===== config.mk =====
export PLATFORM = sky130hd
export DESIGN_NAME = regfile_mp
export DESIGN_NICKNAME = d
export VERILOG_FILES = /design/src/rtl/regfile_mp.sv
export SDC_FILE = /design/constraint.sdc
export NUM_CORES = 2
export LEC_CHECK = 0
export CAP_MARGIN = 20
export CORE_ASPECT_RATIO = 0.9
export CORE_MARGIN = 2
export CORE_UTILIZATION = 55
export CTS_CLUSTER_DIAMETER = 80
export DETAILED_ROUTE_END_ITERATION = 8
export HOLD_SLACK_MARGIN = 0.1
export PLACE_DENSITY = 0.74
export SYNTH_ARGS = -nofsm -noshare
export SYNTH_HDL_FRONTEND = slang
export SYNTH_SLANG_ARGS = --single-unit
export TNS_END_PERCENT = 10

===== constraint.sdc =====
create_clock -name Clk -period 5.6 [get_ports Clk]
set_clock_uncertainty 0.15 [all_clocks]
set_input_delay 1.12 -clock Clk [delete_from_list [all_inputs] [get_ports Clk]]
set_output_delay 1.12 -clock Clk [all_outputs]
set_load 0.02 [all_outputs]

===== src/rtl/regfile_mp.sv =====
// Parametrised multi-port register file: two read ports, two write ports,
// optional write-to-read bypass and a sequential debug scan engine.
module regfile_mp #(
    parameter  int WIDTH  = 32,
    parameter  int DEPTH  = 16,
    parameter  bit BYPASS = 1'b1,
    localparam int AW     = $clog2(DEPTH)
) (
    input  logic             Clk,
    input  logic             Rst_n,
    input  logic [AW-1:0]    A,
    input  logic [AW-1:0]    B,
    output logic [WIDTH-1:0] PA,
    output logic [WIDTH-1:0] PB,
    input  logic             RF,
    input  logic [AW-1:0]    C,
    input  logic [WIDTH-1:0] PC,
    input  logic             WEn,
    input  logic [AW-1:0]    WAddr,
    input  logic [WIDTH-1:0] WData,
    input  logic             DbgStart,
    output logic             DbgValid,
    output logic [AW-1:0]    DbgIdx,
    output logic [WIDTH-1:0] DbgData,
    output logic             DbgLast,
    output logic             DbgBusy
);

    typedef enum logic {
        IDLE,
        SCAN
    } state_e;

    state_e           state_q, state_d;
    logic [WIDTH-1:0] mem_q [DEPTH];
    logic [AW-1:0]    idx_q, idx_d;
    logic             valid_q, valid_d;
    logic             last_q, last_d;
    logic [AW-1:0]    dbg_idx_q, dbg_idx_d;
    logic [WIDTH-1:0] dbg_data_q, dbg_data_d;

    // Port C is assigned last so it wins a same-address collision.
    always_ff @(posedge Clk or negedge Rst_n) begin
        if (!Rst_n) begin
            for (int i = 0; i < DEPTH; i++) begin
                mem_q[i] <= '0;
            end
        end else begin
            if (WEn) begin
                mem_q[WAddr] <= WData;
            end
            if (RF) begin
                mem_q[C] <= PC;
            end
        end
    end

    assign PA = (BYPASS && RF && (A == C))      ? PC    :
                (BYPASS && WEn && (A == WAddr)) ? WData : mem_q[A];
    assign PB = (BYPASS && RF && (B == C))      ? PC    :
                (BYPASS && WEn && (B == WAddr)) ? WData : mem_q[B];

    always_ff @(posedge Clk or negedge Rst_n) begin
        if (!Rst_n) begin
            state_q    <= IDLE;
            idx_q      <= '0;
            valid_q    <= 1'b0;
            last_q     <= 1'b0;
            dbg_idx_q  <= '0;
            dbg_data_q <= '0;
        end else begin
            state_q    <= state_d;
            idx_q      <= idx_d;
            valid_q    <= valid_d;
            last_q     <= last_d;
            dbg_idx_q  <= dbg_idx_d;
            dbg_data_q <= dbg_data_d;
        end
    end

    always_comb begin
        state_d    = state_q;
        idx_d      = idx_q;
        valid_d    = valid_q;
        last_d     = last_q;
        dbg_idx_d  = dbg_idx_q;
        dbg_data_d = dbg_data_q;
        unique case (state_q)
            IDLE: begin
                if (DbgStart) begin
                    state_d = SCAN;
                    idx_d   = '0;
                end
            end
            SCAN: begin
                // The beat after the last capture is the only point a new start is taken.
                if (last_q) begin
                    valid_d = 1'b0;
                    last_d  = 1'b0;
                    idx_d   = '0;
                    if (!DbgStart) begin
                        state_d = IDLE;
                    end
                end else begin
                    dbg_data_d = mem_q[idx_q];
                    dbg_idx_d  = idx_q;
                    valid_d    = 1'b1;
                    last_d     = (idx_q == AW'(DEPTH - 1));
                    idx_d      = idx_q + 1'b1;
                end
            end
            default: state_d = IDLE;
        endcase
    end

    assign DbgValid = valid_q;
    assign DbgLast  = last_q;
    assign DbgIdx   = dbg_idx_q;
    assign DbgData  = dbg_data_q;
    assign DbgBusy  = (state_q == SCAN);

endmodule


==> metrics.yaml <==
outcome: "completed"
dr_total_vias: 32100
grt_start_max_net_pins: 133
routabilityCongestion: 0.897
die_h_um: 254
maxSlewHeadroom_pct: 20.3
fmax_mhz: 182
cap_violations: 0
cts_buffers: 61
hold_buffers: 0
setup_viol: 0
ys_seq_area_share_pct: 36.2
yosysWarnings: 0
critPathMaxFanout: 16
cts.sinks: 555
drcViolationCount: 0
grt_pass1_wl_um: 206000
reg2reg_depth: 6
place_area_sq_um: 41000
r2r_end: "DbgData[10]"
clock_path_buffers: 3
critPathKind: "input pin to primary output"
coreArea_sq_um: 68800
h-tree-depth: 2
wl_per_cell_um: 31.2
clock_latency_ns: 0.66
reg2reg_from: "idx_q[0]"
hold_viol: 0
layout-drive-gt1-share_pct: 19.5
power_per_cell_area_nw_per_um2: 415
holdPathStages: 2
grt_pass1_vias: 30900
die_w_um: 282
fillers: 5406
crit_path_start_kind: "input pin"
cts_resized: 0
drt-vias-per-instance: 7.19
syn_inst: 3565
synth_nets: 3651
gr-total-overflow: 0
cts_tree: "built"
cp-startpoint: "A[0]"
dp_hpwl_um: 79800
grt.total_usage_pct: 39.0
synth_cell_types: 45
cp.required_ns: 4.33
wl_um: 139000
io_buffers: 187
post_cts_buffers: 0
dieArea_sq_um: 71800
rsz0062_at_grt: "false"
drt_first_iter_violations: 5359
leakagePower_uw: 0.0173
antenna_found_initial: 3
maxSlewViolCount: 0
min_to: "DbgIdx[3]"
hp-start: "DbgIdx[3]"
syn_area_per_cell_sq_um: 10.8
cp_data_arrival_time_ns: 4.22
peakVddDrop_mv: 0.495
ant_nets: 0
netlist_area_sq_um: 38300
areaGrowthSynthToFinish_pct: 12.1
post-route-period-util_pct: 98.1
path_clk_slew_ns: 0.06
worst_pin_slew_ns: 1.20
period_needed_ns: 5.49
pin_count: 188
floorplan.rows: 91
final_cell_area_sq_um: 43000
drt_pass1_iterations: 8
min_path_type: "flop to flop"
cts_root_buf: "clkbuf_16"
synth.ff_latch_count: 555
tns_ns: 0
endpoint_kind: "primary output"
start_util_pct: 55.8
fin_nets: 3568
ff2ff_setup_slack_ns: 2.89
stage by stage:
stage / util (%) / cells / worst slack [ns] / hold WS, ns / total power (uW)
global placement: 59.5 / 4347 / 0.275 / 0.311 / 13400
finish: 62.5 / 4461 / 0.105 / 0.322 / 17800
detailed placement: 59.6 / 4348 / 0.302 / 0.314 / 13600
CTS: 62.4 / 4459 / 0.261 / 0.329 / 17700
global route: 62.5 / 4460 / 0.0700 / 0.352 / 18600
floorplan: - / 3565 / 1.63 / 0.348 / 11200
critical path, cell delays in order:
cell and delay, ns:
clkdlybuf4s50_1 0.82, and2_2 0.48, buf_12 0.25, a22oi_1 0.12, a211oi_1 0.59, a221o_1 0.22, clkdlybuf4s50_1 0.61
state kept, by name, summed over array words and instances, names as in the netlist:
name / count
DbgLast: 1
mem_q: 512
idx_q: 4
DbgBusy: 1
DbgData: 32
DbgIdx: 4
DbgValid: 1
power by group:
part           total (uW)  internal (uW)  switching [uW]
registers            6450           5140            1320
clock network        4110           2340            1780
logic                7260           3810            3440
layer usage:
| layer | routed length (um) | share of wire, % | up-vias | track usage [%] |
|---|---|---|---|---|
| met5 | 29 | 0.021 | - | 0 |
| met4 | 8150 | 5.9 | 6 | 19.7 |
| met3 | 21500 | 15 | 586 | 13.5 |
| met2 | 59100 | 42 | 2608 | 55.3 |
| met1 | 50300 | 36 | 15700 | 53.4 |
| li1 | - | - | 13200 | - |
cell usage after synthesis (all sizes together):
cell type  count  share of area (%)
nor3b          3              0.072
and3           2              0.033
dfrtp        555                 36
a22oi         62                1.2
nand3          8               0.10
buf          213                2.7
a21oi        354                4.6
o221a         32               0.94
nor2         369                3.6
nor4           4               0.11
inv            5              0.049
ha             1              0.033
a221oi        32               0.73
clkbuf       243                2.4
nand4         32               0.52
a31o           1              0.023
a211oi        32               0.63
xnor2          4              0.091
or3            3              0.049
mux4         352                 21
nor2b         11               0.18
and2           3              0.049
mux2          32               0.94
nand2        253                2.5
nand3b         4              0.078
o22ai          2              0.033
xor2          12               0.27
nand2b         3              0.049
mux2i        641                 17
a221o         32               0.84
or3b           1              0.023
nor3           3              0.052
or2            1              0.016
o21ai        260                3.4
kinds of logic (layout without fill, tap and decap cells):
logic type,Yosys count,count (layout),synth area share (%)
mux,1025,1025,38.3
flops,555,555,36.2
buf+inv,461,426,5.19
fa+ha+maj,1,1,0.0326
simple gates,700,700,7.43
compound gates,807,807,12.4
other cells,0,1,0
xor+xnor,16,16,0.365
cells in the final DEF, fill, tap and decap left out, types with 10 or more instances in the layout:
cell type        netlist  routed
buf_4                 16      97
o21ai_0              245     245
nor2_4                 0      10
nand2_1              253     243
clkbuf_8               0      14
clkbuf_1             240      18
dfrtp_1              555     552
a221oi_1              32      32
a22oi_1               62      62
xor2_1                12      12
clkbuf_16              0      62
clkinv_2               0      13
mux4_2               352     352
mux2i_1              641     641
buf_12                 0      27
a211oi_1              32      32
a21oi_1              354     354
a221o_1               32      32
o221a_2               32      32
o21ai_1               15      15
nor2_1               369     359
clkdlybuf4s50_1        0     180
nand4_1               32      32
mux2_2                32      32
worst max path at each step:
stage	slack [ns]	cells past startpoint	end
floorplan	1.63	7	PB[11]
global placement	0.27	7	PA[4]
detailed placement	0.30	7	PA[4]
CTS	0.26	7	PA[4]
global route	0.07	7	PA[4]
finish	0.11	7	PA[4]
area by class of cell:
class | count | area, sq um | area share [%]
diodes | 1 | 2.50 | 0.00582
inverters | 5 | 18.8 | 0.0437
repair buffers | 310 | 3140 | 7.31
well taps | 930 | 1160 | 2.71
multi-input cells | 2549 | 22800 | 53.0
clock inverters | 18 | 183 | 0.425
flip-flops and latches | 555 | 13900 | 32.4
clock buffers | 93 | 1800 | 4.18
No activity file was read; power rests on OpenSTA's default activity.
